<file path="config.mk">
export PLATFORM = sky130hd
export DESIGN_NAME = writeback
export DESIGN_NICKNAME = d
export VERILOG_FILES = /design/src/rtl/writeback.sv
export SDC_FILE = /design/constraint.sdc
export NUM_CORES = 1
export LEC_CHECK = 0
export BUFFER_PORTS_ARGS = -buffer_cell sky130_fd_sc_hd__clkbuf_2
export CAP_MARGIN = 20
export CORE_AREA = 2 2 68 119
export CTS_BUF_LIST = sky130_fd_sc_hd__clkbuf_16
export CTS_CLUSTER_DIAMETER = 60
export DETAILED_ROUTE_END_ITERATION = 6
export DIE_AREA = 0 0 70 121
export PLACE_DENSITY = 0.88
export SLEW_MARGIN = 40
export SYNTH_ARGS = -nofsm -noshare
export SYNTH_HDL_FRONTEND = slang
export SYNTH_SLANG_ARGS = --single-unit
</file>
<file path="constraint.sdc">
create_clock -name clk -period 5.6 [get_ports clk]
set_clock_uncertainty 0.1 [all_clocks]
set_input_delay 0 -clock clk [delete_from_list [all_inputs] [get_ports clk]]
set_output_delay 0 -clock clk [all_outputs]
set_load 0.01 [all_outputs]
</file>
<file path="src/rtl/writeback.sv">
// Writeback stage: accepts one instruction at a time, waits for load data when needed,
// and hands a single-cycle register-file write strobe to decode.
package writeback_pkg;
    localparam logic [4:0] RTYPE = 5'd1;
    localparam logic [4:0] ITYPE = 5'd2;
    localparam logic [4:0] STYPE = 5'd3;
    localparam logic [4:0] BTYPE = 5'd4;
    localparam logic [4:0] LTYPE = 5'd5;
    localparam logic [4:0] UTYPE = 5'd6;
    localparam logic [4:0] JTYPE = 5'd7;
endpackage

module writeback
    import writeback_pkg::*;
(
    input  logic        clk,
    input  logic        reset,
    input  logic [2:0]  stage_i,
    input  logic [4:0]  itype_i,
    input  logic [4:0]  rd_i,
    input  logic [31:0] alu_i,
    input  logic [31:0] pc_i,
    input  logic [31:0] mem_i,
    input  logic        mem_valid_i,
    output logic [31:0] wd_o,
    output logic        wd_q_o,
    output logic [4:0]  rd_o,
    output logic        busy_o,
    output logic        done_o,
    output logic        err_o
);
    typedef enum logic [1:0] {IDLE, WAIT_MEM, WRITE, DONE} state_t;

    state_t      state, state_nxt;
    logic [7:0]  cnt;
    logic [4:0]  rd_q;
    logic        accept;
    logic        writes;
    logic        is_load;
    logic [31:0] wd_sel;

    assign accept  = (state == IDLE) && (stage_i == 3'd4);
    assign is_load = (itype_i == LTYPE);

    always_comb begin
        writes = 1'b0;
        wd_sel = alu_i;
        case (itype_i)
            RTYPE, ITYPE, UTYPE, LTYPE: writes = (rd_i != 5'd0);
            JTYPE: begin
                writes = (rd_i != 5'd0);
                wd_sel = pc_i + 32'd4;
            end
            default: writes = 1'b0;
        endcase
    end

    always_comb begin
        state_nxt = state;
        case (state)
            IDLE: begin
                if (accept) begin
                    if (!writes)      state_nxt = DONE;
                    else if (is_load) state_nxt = WAIT_MEM;
                    else              state_nxt = WRITE;
                end
            end
            // Load data beats the timeout if both land on the last counted cycle.
            WAIT_MEM: begin
                if (mem_valid_i)        state_nxt = WRITE;
                else if (cnt == 8'hFF)  state_nxt = DONE;
            end
            WRITE:   state_nxt = DONE;
            DONE:    state_nxt = IDLE;
            default: state_nxt = IDLE;
        endcase
    end

    always_ff @(posedge clk) begin
        if (reset) begin
            state <= IDLE;
            cnt   <= 8'd0;
            rd_q  <= 5'd0;
            wd_o  <= 32'd0;
            rd_o  <= 5'd0;
            err_o <= 1'b0;
        end else begin
            state <= state_nxt;
            case (state)
                IDLE: begin
                    if (accept) begin
                        rd_q <= rd_i;
                        cnt  <= 8'd0;
                        // wd_o/rd_o only move when a write is really coming.
                        if (writes && !is_load) begin
                            wd_o <= wd_sel;
                            rd_o <= rd_i;
                        end
                    end
                end
                WAIT_MEM: begin
                    if (mem_valid_i) begin
                        wd_o <= mem_i;
                        rd_o <= rd_q;
                    end else if (cnt == 8'hFF) begin
                        err_o <= 1'b1;
                    end else begin
                        cnt <= cnt + 8'd1;
                    end
                end
                default: ;
            endcase
        end
    end

    assign wd_q_o = (state == WRITE);
    assign busy_o = (state != IDLE);
    assign done_o = (state == DONE);
endmodule

</file>
==> impl_results.md, run 1 <==
* Status: complete, but fails checks
* Failing checks: hold timing
* RSZ-0062 raised after global routing: no
* Syn Nets at 594
* Maxcap violations at 0
* DRT Pass-1 Iters at 6
* Avg Cell Area, Syn at 7.744 µm²
* Buffers on Ports at 152
* Fin cells at 716
* GRT Total Usage at 30.30%
* Ys async rst share at 0%
* Fill cells at 654
* Vias in the first global route at 4438
* Placed Cells incl. Taps at 687
* Final hold slack at -0.002119 ns
* Max-slew headroom at 41.02%
* Min-Delay Path Depth at 3
* Die Height at 121 µm
* Share of layout cells above drive strength 1 at 29.46%
* CTS max path bufs at 2
* CTS Buf Count at 5
* Rows at 42
* P per Cell Area at 293.0 nW/µm²
* Core area at 7462 µm²
* Post-route DRC violation count at 0
* Crit. End Element: flop
* Count leader, synth: dfxtp_1
* Final setup violation count at 0
* Part of the cycle the worst path needs at 59.72%
* Pins Over Slew Limit at 0
* Kind of critical path: reg -> reg
* Synthesized area at 3686 µm²
* Clk_lat worst skew at 0.30 ns
* Register area at 1061 µm²
* Most frequent cells after synthesis: dfxtp_1 (53), a21oi_1 (44), nand2_1 (33), nor2_1 (33), nand3_1 (31)
* Gpl congestion at 0.9210
* Hpwl dp at 9.763 mm
* Final #Nets at 745
* Overall power at 1.413 mW
* Synth Instances at 476
* Post-layout minimum cycle time at 3.344 ns
* Die Width at 70 µm
* Required time worst endpoint at 5.75 ns
* Vias at 4618
* Largest net degree at the start of global routing at 58
* Residual overflow from global routing at 0
* Area of the multi-input gates at 2400 µm²
* Per-cell routed wire length at 18.63 µm
* Final hold violations at 1
* Total wire length at 13.34 mm
* Hold Crit Class: in -> reg
* Starting DRT DRC Count at 428
* Synth area leaders: dfxtp_1 (29%), a21oi_1 (6.0%), a211oi_1 (4.5%)
* Pleak at 1.936 nW
* Slew @ Worst Pin at 0.8767 ns
* CTS-repair resized insts at 0
* Root buffer cell: clkbuf_16
* # IOs at 153
* Post-synth cell types at 59
* Routed Antenna Nets at 0
* Reg2reg path depth at 8
* Setup TNS at 0 ns
* R2R setup slack at 2.26 ns
* Antenna Cells at 0
* Clock slew at reported path FFs at 0.07 ns
* H-tree levels at 2
* Largest area contributor in the netlist: dfxtp_1
* CTS tree: built
* Initial core utilization at 49.40%
* First-pass GRT wire length at 20.62 mm
* Worst Path Arrival at 3.49 ns
* Utilization after layout at 64.64%
* Syn. warnings at 0
* Initial antenna violation count at 0
* Vias/cell at 6.450
* FMAX at 299.0 MHz
* Maximum VDD drop at 0.1768 mV
* CP max FO at 57
* Clock Sinks at 53
* EDFF count, synth at 0
* Startpoint types: flop
* Ys flop type: dfxtp_1
* Area delta synth->final at 30.86%
* Synthesis-stage register bit count at 53
* Seq/Total Area, Yosys at 28.78%
* Die area at 8470 µm²
* Post-synth top area share at 28.78%
==> power by group <==
part | internal (mW) | switching [mW]
clock network | 0.212 | 0.150
registers | 0.444 | 0.0482
logic | 0.222 | 0.336
==> what timing repair did <==
item                                    in CTS  in global routing
hold endpoints to repair                    25                  0
endpoints found under the setup margin       0                  0
buffers inserted                             0                  0
hold buffers                                21                  0
==> worst max-delay path, stage by stage (launching register included) <==
cell	delay, ns
dfxtp_1	0.34
inv_1	0.09
ha_2	0.16
buf_4	0.49
nor2b_1	0.35
a31o_2	0.71
a21oi_1	0.16
a311oi_1	0.28
dlygate4sd3_1	0.57
==> logic make-up (layout without fill, tap and decap cells) <==
family	count (synthesis)	after routing	share of synthesized area [%]
AND/OR/NAND/NOR	169	169	24.24
AO/OA/AOI/OAI	166	166	30.99
flip-flops	53	53	28.78
buffers and inverters	52	204	6.347
XOR/XNOR	16	16	3.802
multiplexers	14	14	3.802
adder cells (fa/ha/maj)	6	6	2.037
==> metal layers <==
| metal | global-route usage (%) | vias up | part of all wire (%) |
|---|---|---|---|
| met1 | 32.54 | 2121 | 36 |
| li1 | - | 2131 | - |
| met4 | 21.15 | 0 | 6.2 |
| met2 | 53.87 | 294 | 51 |
| met5 | 0 | - | 0 |
| met3 | 3.987 | 72 | 6.9 |
==> stage by stage <==
stage | area [µm²] | hold WS (ns) | setup slack [ns]
5_1_grt | 4823 | 0.02340 | 2.123
2_1_floorplan | 3686 | 0.04716 | 3.565
3_5_place_dp | 4444 | 0.1730 | 2.829
4_1_cts | 4823 | 0.003624 | 2.369
3_3_place_gp | 4444 | 0.1670 | 2.610
6_report | 4823 | -0.002119 | 2.256
==> placed cells by master (no fill, tap or decap), types with 14 or more instances in the layout <==
cell type | Yosys | routed
nand2_1 | 33 | 33
dfxtp_1 | 53 | 53
clkbuf_2 | 1 | 151
a311oi_1 | 14 | 14
dlygate4sd3_1 | 0 | 21
nand3_1 | 31 | 31
a211oi_1 | 22 | 22
mux2i_1 | 14 | 14
nor2_1 | 33 | 33
a21oi_1 | 44 | 44
o21ai_0 | 30 | 30
==> final timing paths <==
check,from,endpoint
setup / recovery,state[1],wd_o[8]
hold reg to reg,state[0],state[0]
hold / removal,alu_i[31],wd_o[31]
setup reg to reg,state[1],wd_o[8]
==> cell type report <==
type                       count  share of cell area [%]
clock inverter                 3                  0.9079
timing repair buffer         180                   21.22
tap                           88                   2.283
multi-input combinational    371                   49.75
clock buffer                   5                   2.594
inverter                      16                   1.245
sequential                    53                   22.00
==> registers in the layout, indices dropped and copies added (netlist names) <==
| signal | flops |
|---|---|
| wd_o | 32 |
| rd_o | 5 |
| rd_q | 5 |
| state | 2 |
| err_o | 1 |
| cnt | 8 |
Power figures use the tool's default switching activity.
==> run 2: changes to the inputs <==
ABC_AREA = 1   (was not set)
CORE_AREA = 2 2 70 121   (was 2 2 68 119)
DIE_AREA = 0 0 72 123   (was 0 0 70 121)
PLACE_DENSITY = 0.86   (was 0.88)
clock period = 3.5 ns   (was 5.6 ns; I/O delays follow)
==> impl_results.md, run 2 <==
* Post-synth cell types at 31
* Buffers on Ports at 152
* RSZ-0062 raised after global routing: no
* Switching Share at 41.45%
* R2R Path End: wd_o[28]
* Part of the cycle the worst path needs at 84.46%
* Pins Over Slew Limit at 0
* Synth area leaders: dfxtp_1 (28%), nand2_1 (21%), nor2_1 (10%)
* Place WS at 1.093 ns
* Pleak at 2.453 nW
* Design area at 5172 µm²
* Startpoint types: flop
* Per-cell routed wire length at 13.82 µm
* Comb power frac at 46.8%
* Ys async rst share at 0%
* Most frequent cells after synthesis: nand2_1 (214), nor2_1 (103), a21oi_1 (64)
* Die area at 8856 µm²
* DRT Pass-1 Iters at 5
* Kind of critical path: reg -> reg
* CTS-repair resized insts at 0
* Routed Antenna Nets at 0
* Required time worst endpoint at 3.55 ns
* Total wire length at 12.84 mm
* Min-Delay Path Depth at 5
* Vias/cell at 5.272
* Overall power at 2.396 mW
* Max-slew headroom at 45.49%
* Synthesis-stage register bit count at 53
* H-tree levels at 2
* Max reg flops at 32
* Cell internal pwr at 1.403 mW
* Clk pwr share at 21.2%
* Gpl congestion at 0.9235
* Syn Nets at 772
* WHS Endpoint: wd_o[27]
* Setup slack after layout at 0.5440 ns
* Die Height at 123 µm
* R2R setup slack at 0.54 ns
* Initial antenna violation count at 0
* Most common cell after layout, fill and taps aside: nand2_1
* Area delta synth->final at 37.43%
* Starting DRT DRC Count at 395
* Rows at 43
* FMAX at 338.3 MHz
* Final hold slack at -0.003257 ns
* Clk_lat worst skew at 0.30 ns
* Crit. End Element: flop
* CP max FO at 36
* Clock Sinks at 53
* Root buffer cell: clkbuf_16
* Vias in the first global route at 4735
* Hpwl dp at 9.123 mm
* Worst reg2reg path startpoint: state[1]
* Fin cells at 929
* Maxcap violations at 0
* Count leader, synth: nand2_1
* Post-DP Area at 4541 µm²
* Post-route DRC violation count at 0
* CTS max path bufs at 2
* HP Start: alu_i[27]
* P per Cell Area at 463.2 nW/µm²
* Post-synth top area share at 28.19%
* Maximum VDD drop at 0.2310 mV
* Switching pwr at 993.3 µW
* Post-layout minimum cycle time at 2.956 ns
* Most frequent cells in the layout: nand2_1 (214), clkbuf_2 (152), nor2_1 (103)
* Reg2reg path depth at 11
* Largest net degree at the start of global routing at 49
* Residual overflow from global routing at 0
* Largest register by flop count: wd_o
* Hold Crit Class: in -> reg
* Vias at 4898
* Slew @ Worst Pin at 0.8177 ns
* Utilization after layout at 65.40%
* Final setup violation count at 0
* CTS tree: built
* EDFF count, synth at 0
* Die Width at 72 µm
* Synthesized area at 3764 µm²
* Setup TNS at 0 ns
* Worst Path Arrival at 3.00 ns
* Status: complete, but fails checks
* Failing checks: hold timing
* Synth Instances at 654
* Flop pwr share at 31.9%
* Biggest regs: wd_o x32, cnt x8
* Core area at 7909 µm²
* Placed Cells incl. Taps at 873
* Share of layout cells above drive strength 1 at 23.00%
* First-pass GRT wire length at 20.36 mm
* Syn. warnings at 0
* Seq/Total Area, Yosys at 28.19%
* GRT Total Usage at 28.95%
* CTS Buf Count at 5
* Final hold violations at 1
* Avg Cell Area, Syn at 5.755 µm²
* # IOs at 153
* Initial core utilization at 47.59%
* Largest area contributor in the netlist: dfxtp_1
* Final #Nets at 956
* Clock slew at reported path FFs at 0.08 ns
* Ys flop type: dfxtp_1
* Antenna Cells at 0
## run 2: per-layer routing
metal  wire, µm  global-route usage (%)
met1       4799                   30.96
met2       6527                   51.91
met3        627                   3.178
met4        886                   20.28
met5          0                       0
## run 2: repair_timing
action / 4_1_cts / 5_1_grt
hold endpoints to repair: 40 / 0
hold buffers: 48 / 0
setup buffers: 0 / 0
## run 2: power by group through the flow
stage               Combinational (mW)  Clock, mW  Sequential, mW
detailed placement                1.01          0           0.777
finish                            1.12      0.508           0.765
CTS                               1.09      0.511           0.764
floorplan                        0.642          0           0.807
global route                      1.25      0.531           0.776
global placement                 0.992          0           0.774
## run 2: kinds of logic (layout without fill, tap and decap cells)
family,after synthesis,after routing,synth area share (%)
DFF,53,53,28.19
AOI/OAI and AO/OA,103,103,14.36
adders and majority gates,6,6,1.995
and+or+nand+nor,406,406,45.05
buffers and inverters,78,263,8.544
xor gates and xnor gates,8,8,1.862
## run 2: worst max-delay path by stage
stage,startpoint,endpoint,slack (ns)
floorplan,state[0],cnt[1],1.81
global placement,state[1],wd_o[18],1.21
detailed placement,state[1],wd_o[15],1.09
CTS,state[1],wd_o[21],0.56
global route,state[1],wd_o[21],0.23
finish,state[1],wd_o[28],0.54
## run 2: worst max-delay path: stages (launching register included)
cell	delay, ns
dfxtp_1	0.35
inv_1	0.08
ha_1	0.46
inv_1	0.11
nor2_1	0.17
nor2_1	0.08
nand2_2	0.29
buf_4	0.40
nor2_1	0.07
nand2_1	0.07
dlygate4sd3_1	0.55
a21oi_1	0.06
## run 2: final cells by class
| type | instances | area [µm²] |
|---|---|---|
| fillers | 739 | 2736 |
| multi-input cells | 523 | 2381 |
| repair buffers | 205 | 1279 |
| flip-flops and latches | 53 | 1061 |
| inverters | 50 | 187.7 |
| clock buffers | 5 | 125.1 |
| well taps | 90 | 112.6 |
| clock inverters | 3 | 26.28 |
==> run 3: changes to the inputs <==
clock period = 2.91 ns   (was 3.5 ns; I/O delays follow)
==> impl_results.md, run 3 (synthesized netlist as in run 2, its figures left out) <==
* Post-route DRC violation count at 0
* Initial antenna violation count at 0
* RSZ-0062 raised after global routing: no
* Most common cell after layout, fill and taps aside: nand2_1
* Die area at 8856 µm²
* Worst Path Arrival at 2.84 ns
* Most frequent cells in the layout: nand2_1 (214), clkbuf_2 (152), nor2_1 (103)
* Required time worst endpoint at 3.03 ns
* Clock Sinks at 53
* Post-CTS Setup Inserts at 0
* Slew @ Worst Pin at 0.6409 ns
* H-tree levels at 2
* Biggest regs: wd_o x32, cnt x8
* CTS tree: built
* Status: complete, no violations
* Startpoint types: flop
* Initial core utilization at 47.59%
* Critical path buffers and inverters at 4
* Root buffer cell: clkbuf_16
* Pins Over Slew Limit at 0
* P per Cell Area at 550.7 nW/µm²
* Final #Nets at 959
* Slowest stage delay, CP at 0.59 ns
* CTS max path bufs at 2
* CP max FO at 36
* Kind of critical path: reg -> reg
* Clk_lat worst skew at 0.30 ns
* Routed Antenna Nets at 0
* Vias/cell at 5.348
* Clock slew at reported path FFs at 0.07 ns
* Die Width at 72 µm
* Vias at 4995
* CP max-delay cell: dlygate4sd3_1
* DRT Pass-1 Iters at 6
* FMAX at 367.5 MHz
* First-pass GRT wire length at 21.04 mm
* Vias in the first global route at 4721
* Starting DRT DRC Count at 346
* Setup slack after layout at 0.1891 ns
* Overall power at 2.869 mW
* Top cell family by delay on the critical path: buffers and inverters
* Total wire length at 13.17 mm
* Part of the cycle the worst path needs at 93.50%
* Per-cell routed wire length at 14.10 µm
* Share of layout cells above drive strength 1 at 22.68%
* # IOs at 153
* Maxcap violations at 0
* Buffers on Ports at 152
* Worst path cell trace: inv_1, ha_1, inv_1, a31oi_1, nor2_1, nand2_2, buf_12, nor2_1, nand2_1, dlygate4sd3_1, a21oi_1
* Setup TNS at 0 ns
* Die Height at 123 µm
* Max-slew headroom at 57.21%
* Largest register by flop count: wd_o
* Gpl congestion at 0.9636
* CTS Buf Count at 5
* CTS-repair resized insts at 0
* Rows at 43
* GRT Total Usage at 29.93%
* Maximum VDD drop at 0.3221 mV
* Utilization after layout at 65.86%
* Hold Crit Class: in -> reg
* Hpwl dp at 8.986 mm
* Final hold violations at 0
* Pleak at 2.464 nW
* Max reg flops at 32
* Largest net degree at the start of global routing at 49
* Post-layout minimum cycle time at 2.721 ns
* Area delta synth->final at 38.40%
* Final setup violation count at 0
* Residual overflow from global routing at 0
* Crit. End Element: flop
* Place WS at 0.6832 ns
* Cts hold-fix bufs at 51
* Fill cells at 701
* Core area at 7909 µm²
[run 3: changes by cell type in the layout (fill, tap and decap cells not counted)]
| cell | previous run | this run |
|---|---|---|
| buf_4 | 5 | 4 |
| inv_6 | 1 | 0 |
| dlygate4sd3_1 | 48 | 51 |
| diode_2 | 0 | 2 |
| buf_12 | 0 | 1 |
| clkinvlp_4 | 0 | 1 |
| clkinv_4 | 2 | 0 |
| inv_1 | 47 | 49 |
[run 3: worst register-to-register path: cells and delay by family, from the launching register on]
kind / cells / cell delay (ns)
AO/OA/AOI/OAI: 2 / 0.22
adder cells (fa/ha/maj): 1 / 0.26
buffers and inverters: 4 / 1.08
flip-flops: 1 / 0.38
AND/OR/NAND/NOR: 4 / 0.63
[run 3: where the power goes]
part	switching, mW	total, mW	internal [mW]
clock network	0.270	0.583	0.313
logic	0.843	1.37	0.523
registers	0.0713	0.919	0.848
total	1.18	2.87	1.68
[run 3: through the flow]
stage          instances  hold WS [ns]  area [µm²]
2_1_floorplan        654       0.09259        3764
3_3_place_gp         873        0.1990        4553
3_5_place_dp         873        0.2023        4553
4_1_cts              932     0.0002777        5204
5_1_grt              932       0.04271        5204
6_report             934      0.007889        5209
[run 3: area by class of cell]
class / count / area (µm²) / share of cell area [%]
multi-input combinational: 523 / 2381 / 45.71
timing repair buffer: 208 / 1321 / 25.37
sequential: 53 / 1061 / 20.37
inverter: 50 / 187.7 / 3.603
clock buffer: 5 / 125.1 / 2.402
tap: 90 / 112.6 / 2.162
clock inverter: 3 / 15.01 / 0.2883
antenna: 2 / 5.005 / 0.09608
[run 3: final timing paths]
kind	startpoint	to	depth (start not counted)	slack, ns
max	state[0]	wd_o[25]	11	0.19
min	alu_i[18]	wd_o[18]	5	0.008
max reg2reg	state[0]	wd_o[25]	11	0.19
min reg2reg	rd_q[1]	rd_q[1]	2	0.36
[run 3: routing by layer]
metal  track usage [%]  up-vias  part of all wire [%]
met5                 0        -                     0
met3             3.178       67                   6.0
met4             16.98        0                   5.7
met1             32.71     2225                    36
met2             54.92      244                    52
li1                  -     2459                     -
